<file path="config.mk">
export PLATFORM = sky130hd
export DESIGN_NAME = rocketcpu_dma
export DESIGN_NICKNAME = d
export VERILOG_FILES = /design/src/rtl/rocketcpu_dma.sv
export SDC_FILE = /design/constraint.sdc
export NUM_CORES = 1
export LEC_CHECK = 0
export ABC_AREA = 0
export ABC_CLOCK_PERIOD_IN_PS = 2000
export CAP_MARGIN = 40
export CORE_MARGIN = 2
export CORE_UTILIZATION = 35
export DETAILED_ROUTE_END_ITERATION = 16
export REMOVE_ABC_BUFFERS = 1
export SYNTH_ARGS = -nofsm -noshare
export SYNTH_HDL_FRONTEND = slang
export SYNTH_SLANG_ARGS = --single-unit
</file>
<file path="constraint.sdc">
create_clock -name i_wb_clk -period 2 [get_ports i_wb_clk]
set_clock_uncertainty 0.2 [all_clocks]
set_input_delay 0.4 -clock i_wb_clk [delete_from_list [all_inputs] [get_ports i_wb_clk]]
set_output_delay 0.4 -clock i_wb_clk [all_outputs]
set_load 0.05 [all_outputs]
</file>
<file path="src/rtl/rocketcpu_dma.sv">
// rocketcpu_dma: word-granular memory-to-memory copy engine.
// Wishbone config responder plus alternating read/write initiator.
module rocketcpu_dma #(
  parameter int LEN_W = 16
) (
  input  logic        i_wb_clk,
  input  logic        reset_n,
  input  logic [31:0] i_wb_adr,
  input  logic [31:0] i_wb_dat,
  input  logic        i_wb_we,
  input  logic        i_wb_cyc,
  output logic [31:0] o_wb_rdt,
  output logic        o_wb_ack,
  output logic [31:0] o_dma_adr,
  output logic [31:0] o_dma_dat,
  output logic [3:0]  o_dma_sel,
  output logic        o_dma_we,
  output logic        o_dma_cyc,
  input  logic [31:0] i_dma_rdt,
  input  logic        i_dma_ack,
  output logic        o_irq
);

  typedef enum logic [2:0] {
    IDLE, RD, RGAP, WR, WGAP
  } state_t;

  state_t           state_q;
  logic [31:0]      src_q;
  logic [31:0]      dst_q;
  logic [31:0]      data_q;
  logic [31:0]      adr_q;
  logic [31:0]      rdt_q;
  logic [LEN_W-1:0] len_q;
  logic             busy_q;
  logic             done_q;
  logic             ack_q;
  logic             cyc_q;
  logic             we_q;
  logic             irq_q;

  logic [1:0]  sel;
  logic        cfg_acc;
  logic        cfg_wr;
  logic        start;
  logic        clr;
  logic [31:0] rdata;
  logic        unused_adr;

  assign sel     = i_wb_adr[3:2];
  assign cfg_acc = i_wb_cyc & ~ack_q;
  assign cfg_wr  = cfg_acc & i_wb_we;
  assign start   = cfg_wr & (sel == 2'd3) & i_wb_dat[0];
  assign clr     = cfg_wr & (sel == 2'd3) & i_wb_dat[1];

  assign unused_adr = ^{i_wb_adr[31:4], i_wb_adr[1:0]};

  always_comb begin
    rdata = '0;
    unique case (sel)
      2'd0: rdata = src_q;
      2'd1: rdata = dst_q;
      2'd2: rdata = 32'(len_q);
      2'd3: rdata = {30'b0, done_q, busy_q};
    endcase
  end

  always_ff @(posedge i_wb_clk or negedge reset_n) begin
    if (!reset_n) begin
      ack_q <= 1'b0;
      rdt_q <= '0;
    end else begin
      ack_q <= cfg_acc;
      if (cfg_acc) rdt_q <= rdata;
    end
  end

  always_ff @(posedge i_wb_clk or negedge reset_n) begin
    if (!reset_n) begin
      state_q <= IDLE;
      src_q   <= '0;
      dst_q   <= '0;
      len_q   <= '0;
      data_q  <= '0;
      adr_q   <= '0;
      busy_q  <= 1'b0;
      done_q  <= 1'b0;
      cyc_q   <= 1'b0;
      we_q    <= 1'b0;
      irq_q   <= 1'b0;
    end else begin
      irq_q <= 1'b0;
      unique case (state_q)
        IDLE: begin
          if (cfg_wr) begin
            unique case (sel)
              2'd0: src_q <= {i_wb_dat[31:2], 2'b00};
              2'd1: dst_q <= {i_wb_dat[31:2], 2'b00};
              2'd2: len_q <= i_wb_dat[LEN_W-1:0];
              2'd3: ;
            endcase
          end
          if (start) begin
            if (len_q != '0) begin
              state_q <= RD;
              busy_q  <= 1'b1;
              done_q  <= 1'b0;
            end else begin
              done_q <= 1'b1;
              irq_q  <= 1'b1;
            end
          end else if (clr) begin
            done_q <= 1'b0;
          end
        end
        RD: begin
          // first RD after a start spends one cycle launching the bus cycle
          if (!cyc_q) begin
            cyc_q <= 1'b1;
            we_q  <= 1'b0;
            adr_q <= src_q;
          end else if (i_dma_ack) begin
            data_q  <= i_dma_rdt;
            cyc_q   <= 1'b0;
            state_q <= RGAP;
          end
        end
        RGAP: begin
          cyc_q   <= 1'b1;
          we_q    <= 1'b1;
          adr_q   <= dst_q;
          state_q <= WR;
        end
        WR: begin
          if (i_dma_ack) begin
            cyc_q   <= 1'b0;
            we_q    <= 1'b0;
            src_q   <= src_q + 32'd4;
            dst_q   <= dst_q + 32'd4;
            len_q   <= len_q - LEN_W'(1);
            state_q <= WGAP;
          end
        end
        WGAP: begin
          if (len_q == '0) begin
            busy_q  <= 1'b0;
            done_q  <= 1'b1;
            irq_q   <= 1'b1;
            state_q <= IDLE;
          end else begin
            cyc_q   <= 1'b1;
            we_q    <= 1'b0;
            adr_q   <= src_q;
            state_q <= RD;
          end
        end
        default: state_q <= IDLE;
      endcase
    end
  end

  assign o_wb_ack  = ack_q;
  assign o_wb_rdt  = rdt_q;
  assign o_dma_adr = adr_q;
  assign o_dma_dat = data_q;
  assign o_dma_sel = 4'hF;
  assign o_dma_we  = we_q;
  assign o_dma_cyc = cyc_q;
  assign o_irq     = irq_q;

endmodule

</file>
==> flow_metrics.py <==
metrics = {
    "detailed_routing": {
        "via_count": 9599,
        "viasPerCell": 5.54,
        "drt-total-wl_mm": 33.9,
        "drt-pass1-iter-count": 5,
        "ant_nets": 0,
        "wire_per_inst_um": 19.6,
        "first_iter_violations": 773,
        "topRoutingLayerUsed": "met4",
        "route.detailed.drc": 0,
        "dr_wl_met2_mm": 15.8,
        "wl_met3_mm": 2.16,
        "wl_met1_mm": 15.1,
    },
    "timing": {
        "min_period_ns": 2.29,
        "tightestPinTransition_ns": 0.503,
        "slew_viol_final": 0,
        "hold_viol": 0,
        "fmax_ghz": 0.436,
        "setup_ws_ns": -0.291,
        "slew_headroom_pct": 66.5,
        "setup_violations": 59,
        "hold_ws_ns": 0.242,
        "fin_crit_sh_pct": 115,
        "setup_tns_ns": -9.89,
        "rsz0062_at_grt": "yes",
    },
    "cts": {
        "cts-root-buf": "clkbuf_16",
        "clkTransAtPathRegs_ns": 0.08,
        "cts_buffer_depth": 2,
        "htreeDepth": 4,
        "cts_buffers": 17,
        "cts.sinks": 179,
        "insertion_delay_ns": 0.44,
        "cts_tree": "done",
    },
    "critical_path": {
        "critPathCaptureType": "flip-flop",
        "cp.required_ns": 2.17,
        "cp_max_fo": 7,
        "critical_path_class": "flip-flop to flip-flop",
        "worst_setup_path_start_kind": "flip-flop",
        "cp_data_arrival_time_ns": 2.46,
    },
    "global_route": {
        "grt_pass1_wl_mm": 50.3,
        "antenna_found_initial": 0,
        "grt_pass1_vias": 9145,
        "track_usage_pct": 22.2,
        "grt.overflow.total": 0,
        "grt_max_degree": 49,
    },
    "placement": {
        "hpwl_mm": 23.0,
        "port-buffer-count": 168,
        "gp_congestion": 0.871,
        "place_ws_ns": -0.470,
    },
    "run_status": {
        "outcome": "complete, but fails checks",
        "violations": "negative setup slack",
    },
    "floorplanning": {
        "pin_count": 205,
        "die_w_um": 169,
        "start_util_pct": 35.5,
        "core_um2": 26900,
        "chipHeight_um": 169,
        "die_area_um2": 28600,
        "rows": 60,
    },
    "power_and_ir_drop": {
        "power_frac_comb_pct": 59.3,
        "swShare_pct": 46.5,
        "p_sw_mw": 11.3,
        "clkPwrFrac_pct": 14.2,
        "pwr-share-seq_pct": 26.4,
        "p_leak_nw": 6.44,
        "pwr_density_cell_nw_per_um2": 1660,
        "vdd_drop_max_mv": 1.04,
        "internal_power_mw": 13.0,
    },
    "synth": {
        "ys_ff_latch": 179,
        "synth_edf_count": 0,
        "yosysWarnings": 0,
        "synth.yosys.seq_area_share_pct": 46.9,
        "ys_types": 69,
        "syn-cell-area_um2": 9550,
        "ys.flop_type": "dfrtp_1",
        "syn_avg_cell_area_um2": 9.23,
        "async_reset_ff_share_pct": 100,
        "syn-instance-count": 1035,
    },
    "run": {
        "drv_cap": 0,
    },
    "layout": {
        "drive_above_1_share_pct": 38.4,
        "n_fill_cell": 2416,
        "antenna_cells": 0,
        "area_growth_syn_to_layout_pct": 53.0,
        "final_nets": 1484,
    },
    "min_path": {
        "holdCritPathClass": "input pin to asynchronous set/reset pin",
    },
}
## registers in the layout (all words and copies together) (netlist names), 3 cells and up
register / cells
state_q: 3
dst_q: 30
src_q: 30
o_wb_rdt: 32
len_q: 16
o_dma_adr: 30
o_dma_dat: 32
## worst max-delay path, cell delays in order, from the launching register on
cell      delay [ns]
dfrtp_1         0.40
inv_2           0.07
ha_1            0.15
nor3b_4         0.21
nand4_1         0.19
buf_4           0.20
a311oi_4        0.30
buf_6           0.23
buf_12          0.16
nand2_1         0.05
o21ai_1         0.07
## worst paths after layout
kind | cells after the start | endpoint | slack (ns) | start
worst max-delay path | 10 | o_dma_adr[14] | -0.29 | len_q[1]
worst min-delay path | 2 | o_dma_dat[4] | 0.24 | reset_n
worst max register to register | 10 | o_dma_adr[14] | -0.29 | len_q[1]
worst min register to register | 2 | o_wb_rdt[2] | 0.28 | o_wb_rdt[2]
max in group asynchronous | 3 | o_dma_dat[8] | 0.75 | reset_n
min in group i_wb_clk | 2 | o_wb_rdt[2] | 0.28 | o_wb_rdt[2]
## layout by cell type, fill, tap and decap left out, types with 12 or more instances in the layout
cell,instances
mux2_2,32
nand3_1,29
buf_6,27
buf_4,278
o21ai_1,44
o21ai_0,61
nand2_2,12
clkbuf_16,24
dfrtp_1,175
o22a_1,15
nand2_1,96
mux2i_1,62
a21oi_2,18
buf_12,23
nor2_1,60
nand4_1,19
clkdlybuf4s50_1,66
o22ai_1,13
a21oi_1,90
## area by class of cell
cell class / count / area (µm²) / area share [%]
timing repair buffer: 410 / 3840 / 26.3
clock inverter: 15 / 161 / 1.10
multi-input combinational: 759 / 5230 / 35.8
tap: 341 / 427 / 2.92
inverter: 12 / 45.0 / 0.308
sequential: 179 / 4480 / 30.7
clock buffer: 17 / 425 / 2.91
## power groups by stage
stage / combinational, mW / clock [mW] / sequential, mW
2_1_floorplan: 4.03 / 0 / 9.56
3_3_place_gp: 12.5 / 0 / 6.32
3_5_place_dp: 12.6 / 0 / 6.38
4_1_cts: 13.3 / 3.51 / 6.35
5_1_grt: 15.3 / 3.68 / 6.62
6_report: 14.4 / 3.46 / 6.41
## cell families (layout without fill, tap and decap cells)
family / Yosys count / in the layout / synth area share [%]
muxes: 94 / 94 / 10.3
other: 2 / 6 / 0.0786
adders and majority gates: 4 / 4 / 0.524
DFF: 179 / 179 / 46.9
AOI/OAI and AO/OA: 330 / 330 / 20.6
buffers and inverters: 101 / 454 / 4.70
and+or+nand+nor: 325 / 325 / 16.9
## synth_stat cells, types with 5 or more instances
cell	count	area [µm²]
clkbuf_1	43	161
nand4_1	19	119
nand2_1	112	420
buf_2	34	170
and3_1	12	75.1
o31ai_1	5	37.5
or4_1	5	37.5
nor2_1	73	274
a21oi_1	108	541
and4_1	5	43.8
a22o_1	5	43.8
o22ai_1	14	87.6
and2_1	6	37.5
o21ai_0	85	425
mux2_2	32	360
o22a_1	15	131
buf_4	7	52.6
inv_1	12	45.0
or3_1	8	50.1
mux2i_1	62	621
a22oi_1	5	37.5
nand3_1	33	165
o211ai_1	6	45.0
dfrtp_1	179	4480
nand2b_1	6	37.5
nor4_1	5	31.3
nor3_1	16	80.1
o21ai_1	31	155
a31oi_1	11	68.8
## routing by layer
layer  up-vias  global-route usage, %
li1       4481                      -
met1      4666                   30.5
met2       387                   36.1
met3        65                   3.73
met4         0                   6.76
met5         -                      0
## through the flow
| stage | power [mW] | instance area [µm²] | util, % | cells |
|---|---|---|---|---|
| floorplan | 13.6 | 9170 | - | 950 |
| global route | 25.6 | 14600 | 54.4 | 1733 |
| CTS | 23.2 | 13700 | 50.8 | 1696 |
| finish | 24.3 | 14600 | 54.4 | 1733 |
| detailed placement | 19.0 | 12700 | 47.4 | 1650 |
| global placement | 18.8 | 12700 | 47.4 | 1650 |
## timing repair
action	in CTS	in global routing
hold buffers	1	0
setup buffers	10	29
gates resized for setup	41	151
hold endpoints to repair	31	0
pin swaps	23	72
setup endpoints to repair	70	104
gates cloned	3	10
Note: power is estimated with default switching activity, not from simulation.
